[src/rtl/arb_types.sv]
// Shared types for the I/D-cache to physical-memory line arbiter.
package arb_types;

    localparam int ARB_ADDR_W = 32;
    localparam int ARB_LINE_W = 256;
    localparam int ARB_MASK_W = ARB_LINE_W / 8;

    typedef logic [ARB_LINE_W-1:0] physical_mem_word;
    typedef logic [ARB_MASK_W-1:0] physical_mem_wmask;

    typedef enum logic [1:0] {
        IDLE = 2'd0,
        BUSY = 2'd1,
        DONE = 2'd2
    } state_e;

    typedef enum logic {
        CLI_I = 1'b0,
        CLI_D = 1'b1
    } client_e;

    typedef enum logic {
        OP_RD = 1'b0,
        OP_WR = 1'b1
    } op_e;

endpackage

[src/rtl/rr_pick2.sv]
// Purpose: two-way round-robin picker between the I-cache and D-cache requests.
// Latency: purely combinational, zero cycles.
// Backpressure: none; the caller only consumes the grant when it is ready to latch it.
module rr_pick2
    import arb_types::*;
(
    input  logic    req_i,
    input  logic    req_d,
    input  client_e last_grant,
    output client_e grant,
    output logic    grant_vld
);

    always_comb begin
        grant_vld = req_i | req_d;
        grant     = CLI_I;
        if (req_i && req_d) begin
            // On a tie, the client that was not served last goes first.
            grant = (last_grant == CLI_I) ? CLI_D : CLI_I;
        end else if (req_d) begin
            grant = CLI_D;
        end
    end

endmodule

[src/rtl/pmem_arbiter.sv]
// Purpose: serialise I-cache and D-cache line misses onto one physical memory port.
// Latency: request at edge 0 -> pmem strobe from cycle 1; pmem_resp at k -> client resp at k+1.
// Backpressure: one outstanding transaction; other requests wait, held by their clients.
module pmem_arbiter
    import arb_types::*;
#(
    parameter int ADDR_W = ARB_ADDR_W,
    parameter int LINE_W = ARB_LINE_W,
    parameter int MASK_W = ARB_MASK_W
) (
    input  logic              clk,
    input  logic              rst_n,

    input  logic              i_read,
    input  logic [ADDR_W-1:0] i_addr,
    output logic              i_resp,
    output logic [LINE_W-1:0] i_rdata,

    input  logic              d_read,
    input  logic              d_write,
    input  logic [ADDR_W-1:0] d_addr,
    input  logic [MASK_W-1:0] d_wmask,
    input  logic [LINE_W-1:0] d_wdata,
    output logic              d_resp,
    output logic [LINE_W-1:0] d_rdata,

    output logic              pmem_read,
    output logic              pmem_write,
    output logic [ADDR_W-1:0] pmem_addr,
    output logic [MASK_W-1:0] pmem_wmask,
    output logic [LINE_W-1:0] pmem_wdata,
    input  logic              pmem_resp,
    input  logic [LINE_W-1:0] pmem_rdata
);

    state_e            state_q, state_d;
    client_e           last_grant_q, last_grant_d;
    client_e           cli_q, cli_d;
    op_e               op_q, op_d;
    logic [ADDR_W-1:0] addr_q, addr_d;
    logic [MASK_W-1:0] wmask_q, wmask_d;
    logic [LINE_W-1:0] wdata_q, wdata_d;
    logic [LINE_W-1:0] i_rdata_q, i_rdata_d;
    logic [LINE_W-1:0] d_rdata_q, d_rdata_d;

    logic    d_pend;
    client_e pick;
    logic    pick_vld;
    logic    busy;
    logic    done;

    assign d_pend = d_read | d_write;

    rr_pick2 u_pick (
        .req_i      (i_read),
        .req_d      (d_pend),
        .last_grant (last_grant_q),
        .grant      (pick),
        .grant_vld  (pick_vld)
    );

    always_comb begin
        state_d      = state_q;
        last_grant_d = last_grant_q;
        cli_d        = cli_q;
        op_d         = op_q;
        addr_d       = addr_q;
        wmask_d      = wmask_q;
        wdata_d      = wdata_q;
        i_rdata_d    = i_rdata_q;
        d_rdata_d    = d_rdata_q;

        case (state_q)
            IDLE: begin
                if (pick_vld) begin
                    state_d      = BUSY;
                    cli_d        = pick;
                    last_grant_d = pick;
                    if (pick == CLI_I) begin
                        op_d    = OP_RD;
                        addr_d  = i_addr;
                        wmask_d = '0;
                        wdata_d = '0;
                    end else begin
                        // A simultaneous read+write from the D-cache is taken as the write.
                        op_d    = d_write ? OP_WR : OP_RD;
                        addr_d  = d_addr;
                        wmask_d = d_write ? d_wmask : '0;
                        wdata_d = d_write ? d_wdata : '0;
                    end
                end
            end
            BUSY: begin
                if (pmem_resp) begin
                    state_d = DONE;
                    if (cli_q == CLI_I) begin
                        i_rdata_d = pmem_rdata;
                    end else begin
                        d_rdata_d = pmem_rdata;
                    end
                end
            end
            DONE: begin
                state_d = IDLE;
            end
            default: begin
                state_d = IDLE;
            end
        endcase
    end

    always_ff @(posedge clk or negedge rst_n) begin
        if (!rst_n) begin
            state_q      <= IDLE;
            last_grant_q <= CLI_D;
            cli_q        <= CLI_I;
            op_q         <= OP_RD;
            addr_q       <= '0;
            wmask_q      <= '0;
            wdata_q      <= '0;
            i_rdata_q    <= '0;
            d_rdata_q    <= '0;
        end else begin
            state_q      <= state_d;
            last_grant_q <= last_grant_d;
            cli_q        <= cli_d;
            op_q         <= op_d;
            addr_q       <= addr_d;
            wmask_q      <= wmask_d;
            wdata_q      <= wdata_d;
            i_rdata_q    <= i_rdata_d;
            d_rdata_q    <= d_rdata_d;
        end
    end

    // Strobes decode straight from state so an async reset drops them at once.
    assign busy       = (state_q == BUSY);
    assign done       = (state_q == DONE);
    assign pmem_read  = busy && (op_q == OP_RD);
    assign pmem_write = busy && (op_q == OP_WR);
    assign pmem_addr  = busy ? addr_q  : '0;
    assign pmem_wmask = busy ? wmask_q : '0;
    assign pmem_wdata = busy ? wdata_q : '0;

    assign i_resp  = done && (cli_q == CLI_I);
    assign d_resp  = done && (cli_q == CLI_D);
    assign i_rdata = i_rdata_q;
    assign d_rdata = d_rdata_q;

    always @(posedge clk) begin
        if (rst_n) begin
            assert (!(d_read && d_write))
                else $warning("pmem_arbiter: d_read and d_write both high, serviced as write");
        end
    end

endmodule

[config.mk]
export PLATFORM = sky130hd
export DESIGN_NAME = pmem_arbiter
export DESIGN_NICKNAME = d
export VERILOG_FILES = /design/src/rtl/arb_types.sv /design/src/rtl/rr_pick2.sv /design/src/rtl/pmem_arbiter.sv
export SDC_FILE = /design/constraint.sdc
export NUM_CORES = 1
export LEC_CHECK = 0
export ABC_AREA = 1
export CAP_MARGIN = 20
export CORE_AREA = 2 2 570 572
export CTS_BUF_LIST = sky130_fd_sc_hd__clkbuf_8 sky130_fd_sc_hd__clkbuf_16
export DETAILED_ROUTE_END_ITERATION = 16
export DIE_AREA = 0 0 572 574
export GPL_TIMING_DRIVEN = 0
export PLACE_DENSITY = 0.3
export SLEW_MARGIN = 10
export SYNTH_ARGS = -nofsm -noshare
export SYNTH_HDL_FRONTEND = slang
export SYNTH_SLANG_ARGS = --single-unit
[constraint.sdc]
create_clock -name clk -period 1.9 [get_ports clk]
set_input_delay 0.38 -clock clk [delete_from_list [all_inputs] [get_ports clk]]
set_output_delay 0.38 -clock clk [all_outputs]
set_load 0.005 [all_outputs]
Word-level counts from Yosys, hierarchy flattened
Index checks and enable logic that the tools add are counted.
Operators by class
  equal/unequal tests: 4
  mux-type cells: 16
  bitwise logic cells: 4
  reduce and logical (&&, ||, !) cells: 10
Operator list (count)
  two-way mux 256 bit: 3
  two-way mux 32 bit: 5
  AND reduction 3 bit: 2
  logical AND 1 bit: 5
  two-way mux 1 bit: 5
  two-way mux 2 bit: 2
  != test 2 bit (second input constant): 2
  case mux 2 bit (2 select lines): 1
  AND reduction 2 bit: 2
  == test 2 x 1 -> 1 bit (second input constant): 1
  == test 2 bit (second input constant): 1
  logical NOT 2 bit: 1
  NOT 1 bit: 2
  OR 1 bit: 2
Storage, ports and cells
  register bits after elaboration: 837
  input bits: 614
  output and inout port bits: 836
  word-level logic and storage cells: 43

Logic depth before layout (Yosys ltp)
Gate-level depths: netlist (run 1).
  word-level depth: 4
  gate-level depth with buffers: 8
  gate-level depth less buffers: 6

Hierarchy
Synthesis (run 1) repeated with hierarchy kept, for this count alone.
Unflattened totals
  cells, all modules: 4442
  area total of the unflattened synthesis: 36491.2 um2
Modules (own cells, without submodules)
  pmem_arbiter: instances 1, cells each 4439, area each 36476.2 um2, seq. area each 20946.3 um2
  rr_pick2: instances 1, cells each 3, area each 15.0 um2, seq. area each 0.0 um2

Worst setup path before layout (run 1)
Ideal clock, no wire load.
  path type: flip-flop to output port
  from: reg cli_q
  to: out d_resp
  data arrival time: 1.114 ns
  data required time: 1.520 ns
  setup slack: 0.406 ns
  stages on the path, launching flop included: 5
  buffers on the path: 2
  cell sequence: dfrtp_1 > inv_2 > clkbuf_1 > buf_1 > nor3_1
Between the ends
  cells in the longest elaborated chain, start to end: 1
Ends and longest elaborated chain
  start, declared: RTL line pmem_arbiter.sv:38  | client_e cli_q, cli_d;
  start signal, assigned: RTL line pmem_arbiter.sv:126  | cli_q <= cli_d;
  logical AND 1 bit: RTL line pmem_arbiter.sv:146  | assign d_resp = done && (cli_q == CLI_D);
  end, declared: RTL line pmem_arbiter.sv:24  | output logic d_resp,
No other way between the ends.

Final worst setup path (run 1)
  from: reg state_q[1]
  to: out pmem_addr[8]
Between the ends
  cells in the longest elaborated chain, start to end: 2
Ends and longest elaborated chain
  start, declared: RTL line pmem_arbiter.sv:36  | state_e state_q, state_d;
  start signal, assigned: RTL line pmem_arbiter.sv:124  | state_q <= state_d;
  == test 2 x 1 -> 1 bit: RTL line pmem_arbiter.sv:137  | assign busy = (state_q == BUSY);
  two-way mux 32 bit: RTL line pmem_arbiter.sv:141  | assign pmem_addr = busy ? addr_q : '0;
  end, declared: RTL line pmem_arbiter.sv:29  | output logic [ADDR_W-1:0] pmem_addr,
No other way between the ends.

==> flow_metrics.env, run 1 <==
export IMPL_first_global_vias=39800
export IMPL_layout_commonest_cell="nand2_1"
export IMPL_max_freq_ghz=0.358
export IMPL_placed_area_sq_um=56700
export IMPL_routed_wirelength_um=279000
export IMPL_violations="hold timing, setup timing"
export IMPL_drt_wirelength_per_cell_um=26.4
export IMPL_clkTransAtPathRegs_ns=0.06
export IMPL_clkSinkCount=837
export IMPL_arrival_ns=2.41
export IMPL_floorplan_die_height_um=574
export IMPL_dp_cells=10300
export IMPL_synth_seq_cells=837
export IMPL_netSwitchingPower_mw=43.8
export IMPL_drive_gt1_share_pct=14.4
export IMPL_combinationalPowerShare_pct=48.1
export IMPL_hold_viol_final=140
export IMPL_critPathRequiredTime_ns=1.52
export IMPL_antenna_left=0
export IMPL_power_density_nw_per_um2=1670
export IMPL_reg2reg_slack_ns=-0.69
export IMPL_critPathKind="flop to output port"
export IMPL_min_period_over_period_pct=147
export IMPL_cts_htree_levels=3
export IMPL_globalRouteTotalUtil_pct=16.4
export IMPL_synth_seq_area_share_pct=57.4
export IMPL_fin_area_sq_um=61900
export IMPL_globalRouteOverflowTotal=0
export IMPL_cts_hold_fix_buffers=24
export IMPL_via_count=38100
export IMPL_layout_area_overhead_vs_synth_pct=69.4
export IMPL_io_buffers=1449
export IMPL_root_buffer="clkbuf_16"
export IMPL_max_vdd_ir_drop_mv=0.842
export IMPL_most_common_layout_cells="1702 x nand2_1, 1125 x clkdlybuf4s50_1, 834 x dfrtp_1, 416 x inv_1, 321 x nand3_1"
export IMPL_timing_max_cap_violations=0
export IMPL_hpwlAfterDp_um=228000
export IMPL_rows=209
export IMPL_top_level_ports=1450
export IMPL_place_congestion=0.864
export IMPL_setup_violations_final=1837
export IMPL_internal_power_mw=59.2
export IMPL_clkLatencyLatePin_ns=0.90
export IMPL_cts_buffers=119
export IMPL_yosys_warnings=0
export IMPL_crit_path_end_kind="output port"
export IMPL_post_synthesis_cell_count=4482
export IMPL_drc_marker_count_from_the_first_detailed_route_iteration=2056
export IMPL_worstHoldPathType="primary input to asynchronous set/reset pin"
export IMPL_fp_dieArea_sq_um=328000
export IMPL_postLayoutSetupSlackWorst_ns=-0.890
export IMPL_final_min_clock_period_ns=2.79
export IMPL_critPathMaxFanout=9
export IMPL_timing_worst_slew_pin_value_ns=1.06
export IMPL_fin_cells=10600
export IMPL_finalHoldWorstSlack_ns=-0.677
export IMPL_syn_num_nets=5096
export IMPL_effective_utilization_at_floorplan_pct=11.3
export IMPL_antenna_found_initial=110
export IMPL_post_synth_num_cell_types=21
export IMPL_power_share_switching_pct=42.5
export IMPL_coreArea_sq_um=323000
export IMPL_finalSetupTns_ns=-725.24
export IMPL_detail_route_drc_violations=0
export IMPL_finalNetCount=6746
export IMPL_largest_net_degree_at_the_start_of_global_routing=129
export IMPL_synth_cell_area_sq_um=36500
export IMPL_maxSlewViolCount=0
export IMPL_startpoint_class_of_the_critical_path="flop"
export IMPL_leakagePower_nw=29.0
export IMPL_clock_skew_final_ns=0.103
export IMPL_slew_headroom_pct=29.3
export IMPL_post_detailed_route_via_to_cell_ratio=3.60
export IMPL_clock_tree_buffer_depth=4
export IMPL_run_status="complete, but fails checks"
export IMPL_drt_pass1_iterations=5
export IMPL_seq_power_share_pct=29.9
export IMPL_wire_length_of_the_first_global_routing_pass_um=368000
export IMPL_finalPower_mw=103
export IMPL_grt_setup_unrepaired="yes"
export IMPL_die_w_um=572
export IMPL_cts_tree="yes"
export IMPL_clock_power_share_pct=22.1
export IMPL_syn_avg_cell_area_sq_um=8.15
-- critical path, cell delays in order (launching register included) --
cell,delay (ns)
dfrtp_1,0.37
inv_2,0.11
nand2_8,0.10
buf_16,0.18
buf_16,0.20
buf_8,0.13
buf_12,0.14
nor2_4,0.15
buf_6,0.16
-- cell usage after synthesis (all sizes together) --
cell    instances  area share, %
nand4         288            4.9
clkbuf        131            1.3
dfstp           1          0.072
dfrtp         836             57
inv           394            4.1
nand2        1705             18
nor2          326            3.4
nand3         321            4.4
a21oi           1          0.024
o21ai         261            3.6
nor3            2          0.027
buf           216            3.3
-- power groups by stage --
stage / logic, mW / clock network [mW] / registers, mW
finish: 49.5 / 22.7 / 30.8
global route: 54.1 / 24.2 / 31.7
CTS: 49.2 / 23.7 / 30.9
detailed placement: 47.2 / 0 / 30.9
global placement: 47.1 / 0 / 31.2
floorplan: 16.2 / 0 / 30.0
-- sequential cells by signal, summed over array words and instances, names as in the netlist --
register / cells
state_q: 2
wdata_q: 256
wmask_q: 32
op_q: 1
i_rdata: 256
cli_q: 1
addr_q: 32
last_grant_q: 1
d_rdata: 256
-- cell type report --
type / instances / area (sq um)
multi-input cells: 2904 / 13300
flip-flops and latches: 837 / 20900
diodes: 24 / 60.1
plain buffers: 338 / 2100
repair buffers: 1538 / 14700
well taps: 4325 / 5410
clock inverters: 61 / 547
clock buffers: 143 / 3310
inverters: 394 / 1490
fillers: 36500 / 261000
-- what timing repair did --
action | 4_1_cts | 5_1_grt
cloned | 2 | 8
pin swaps | 15 | 10
endpoints found under the setup margin | 1870 | 1935
gates resized for setup | 766 | 777
buffers inserted | 13 | 36
hold endpoints to repair | 169 | 140
-- cell families (layout without fill, tap and decap cells) --
logic type / count (synthesis) / after routing / synth area share (%)
and+or+nand+nor: 2642 / 2642 / 30.3
DFF: 837 / 837 / 57.4
buffers and inverters: 741 / 2474 / 8.74
AOI/OAI and AO/OA: 262 / 262 / 3.61
other: 0 / 24 / 0
-- worst paths after layout --
kind	start	to	depth (start not counted)
setup / recovery	state_q[1]	pmem_addr[8]	8
hold / removal	rst_n	i_rdata[38]	1
setup reg to reg	state_q[1]	state_q[0]	10
hold reg to reg	i_rdata[185]	i_rdata[185]	2
max in group asynchronous	rst_n	wdata_q[99]	6
min in group clk	pmem_rdata[117]	d_rdata[117]	3
-- per-layer routing --
layer  up-vias  wire [um]  global-route usage, %
met5         -        411                      0
met4        64       7780                   4.32
met3       358      26500                   6.25
met2      1434     138000                   28.7
met1     18700     107000                   18.4
li1      17500          -                      -
-- metrics by stage --
step,util (%),hold slack [ns],setup slack (ns)
2_1_floorplan,-,0.0844,0.406
3_3_place_gp,17.5,0.454,-44.97
3_5_place_dp,17.6,0.200,-2.00
4_1_cts,19.0,-0.772,-1.25
5_1_grt,19.2,-0.738,-1.01
6_report,19.2,-0.677,-0.890
Note: power is estimated with default switching activity, not from simulation.
==> run 2: changes to the inputs <==
--- a/config.mk
+++ b/config.mk
@@ -7,10 +7,11 @@
 export LEC_CHECK = 0
 export ABC_AREA = 1
 export CAP_MARGIN = 20
-export CORE_AREA = 2 2 570 572
+export CORE_AREA = 2 2 572 574
 export CTS_BUF_LIST = sky130_fd_sc_hd__clkbuf_8 sky130_fd_sc_hd__clkbuf_16
+export CTS_CLUSTER_SIZE = 10
 export DETAILED_ROUTE_END_ITERATION = 16
-export DIE_AREA = 0 0 572 574
+export DIE_AREA = 0 0 574 576
 export GPL_TIMING_DRIVEN = 0
 export PLACE_DENSITY = 0.3
 export SLEW_MARGIN = 10
==> run 2 against run 1 <==
  * Sequential cell count did not move
  * Sequential power is essentially flat
  * Sequential share of layout area down 0.096 points
  * Final cell count increased by 0.30%
  * Non-clock buffer count decreased by 10
  * Die area grew 0.70%
  * Utilization shrank 0.099 points
  * The run ends with setup timing left
  * Via count about the same
  * Count of clock-buffer cells in the layout grew 10
  * Design area is 0.29% higher
==> flow_metrics.env, run 2 (synthesized netlist as in run 1, its figures left out) <==
export IMPL_run_status="complete, but fails checks"
export IMPL_violations="setup timing"
export IMPL_antenna_found_initial=121
export IMPL_place_worst_setup_slack_ns=-2.03
export IMPL_clock_skew_final_ns=0.0700
export IMPL_leakagePower_nw=29.3
export IMPL_drt_wirelength_per_cell_um=26.7
export IMPL_top_level_ports=1450
export IMPL_antenna_left=0
export IMPL_min_period_over_period_pct=147
export IMPL_largest_net_degree_at_the_start_of_global_routing=130
export IMPL_slew_headroom_pct=32.3
export IMPL_drive_gt1_share_pct=12.6
export IMPL_grtUsageMet1_pct=17.6
export IMPL_timing_worst_slew_pin_value_ns=1.01
export IMPL_clkTransAtPathRegs_ns=0.05
export IMPL_effective_utilization_at_floorplan_pct=11.2
export IMPL_cts_tree="yes"
export IMPL_grt_util_met2_pct=28.7
export IMPL_setup_violations_final=1733
export IMPL_r2r_worst_path_cells=8
export IMPL_hpwlAfterDp_um=233000
export IMPL_globalRouteTotalUtil_pct=16.5
export IMPL_use_met3_pct=7.80
export IMPL_place_congestion=0.880
export IMPL_layout_commonest_cell="nand2_1"
export IMPL_rows=210
export IMPL_timing_max_cap_violations=0
export IMPL_floorplan_die_height_um=576
export IMPL_io_buffers=1449
export IMPL_die_w_um=574
export IMPL_crit_path_end_kind="output port"
export IMPL_root_buffer="clkbuf_16"
export IMPL_critPathMaxFanout=7
export IMPL_most_common_layout_cells="1701 x nand2_1, 1125 x clkdlybuf4s50_1, 834 x dfrtp_1, 430 x inv_1, 321 x nand3_1"
export IMPL_clkLatencyLatePin_ns=0.89
export IMPL_via_count=38100
export IMPL_max_freq_ghz=0.359
export IMPL_cts_htree_levels=3
export IMPL_layout_area_overhead_vs_synth_pct=69.9
export IMPL_coreArea_sq_um=325000
export IMPL_max_vdd_ir_drop_mv=0.737
export IMPL_power_density_nw_per_um2=1660
export IMPL_clkSinkCount=837
export IMPL_worst_hold_path_num_cells=3
export IMPL_post_detailed_route_via_to_cell_ratio=3.60
export IMPL_hold_viol_final=0
export IMPL_critPathRequiredTime_ns=1.52
export IMPL_fp_dieArea_sq_um=331000
export IMPL_globalRouteOverflowTotal=0
export IMPL_finalNetCount=6736
export IMPL_postLayoutSetupSlackWorst_ns=-0.886
export IMPL_arrival_ns=2.41
export IMPL_fin_area_sq_um=62000
export IMPL_cts_buffers=119
export IMPL_grt_setup_unrepaired="yes"
export IMPL_fin_cells=10600
export IMPL_worstHoldPathType="primary input to flop"
export IMPL_placed_area_sq_um=56700
export IMPL_critPathKind="flop to output port"
export IMPL_first_global_vias=39200
export IMPL_startpoint_class_of_the_critical_path="flop"
export IMPL_final_min_clock_period_ns=2.79
export IMPL_routed_wirelength_um=283000
export IMPL_wire_length_of_the_first_global_routing_pass_um=371000
export IMPL_drc_marker_count_from_the_first_detailed_route_iteration=2101
export IMPL_maxSlewViolCount=0
export IMPL_drt_pass1_iterations=5
export IMPL_dp_cells=10300
export IMPL_grt_busiest_layer="met2"
export IMPL_clock_tree_buffer_depth=4
export IMPL_detail_route_drc_violations=0
export IMPL_layout_core_utilization_pct=19.1
run 2: worst max-delay path, stage by stage, from the launching register on:
cell and delay, ns:
dfrtp_1 0.36, inv_2 0.10, nand2_8 0.07, buf_12 0.16
buf_16 0.18, buf_16 0.17, clkbuf_16 0.18, nor2_4 0.15
clkbuf_2 0.15
run 2: cell type report:
cell class              instances  area (sq um)
diodes                         38          95.1
plain buffers                 344          2180
clock buffers                 153          3450
clock inverters                58           508
fillers                     36800        263000
inverters                     394          1490
multi-input cells            2904         13200
flip-flops and latches        837         20900
well taps                    4346          5440
repair buffers               1522         14800
run 2: per-stage QoR:
stage	hold slack (ns)	setup TNS (ns)	power, mW
2_1_floorplan	0.0844	0	46.2
3_3_place_gp	0.453	-	78.6
3_5_place_dp	0.304	-1608.42	78.5
4_1_cts	-0.673	-903.20	104
5_1_grt	0.0414	-950.30	110
6_report	0.106	-654.34	103
run 2: report_power, final:
group / leakage [nW] / internal, mW / switching, mW / total [mW]
clock: 2.10 / 13.7 / 9.35 / 23.0
sequential: 10.7 / 25.9 / 4.80 / 30.7
combinational: 16.5 / 19.8 / 29.5 / 49.3
run 2: what timing repair did:
action | CTS | global route
gates cloned | 1 | 2
buffers inserted | 8 | 25
hold buffers | 23 | 4
hold endpoints to repair | 319 | 178
endpoints found under the setup margin | 1666 | 1673
resized for setup | 674 | 676
pin swaps | 19 | 20
run 2: final timing paths:
kind	slack, ns	start	end
min in group asynchronous	0.35	rst_n	d_rdata[2]
setup reg to reg	-0.57	state_q[1]	wdata_q[47]
hold reg to reg	0.47	i_rdata[44]	i_rdata[44]
max in group asynchronous	-0.69	rst_n	wdata_q[129]
hold / removal	0.11	pmem_rdata[190]	d_rdata[190]
setup / recovery	-0.89	state_q[1]	pmem_wdata[111]
run 2: routing by layer:
metal / wire [um] / up-vias
met5: 503 / -
met4: 9680 / 80
met3: 31300 / 403
met2: 138000 / 1479
li1: - / 17500
met1: 104000 / 18600
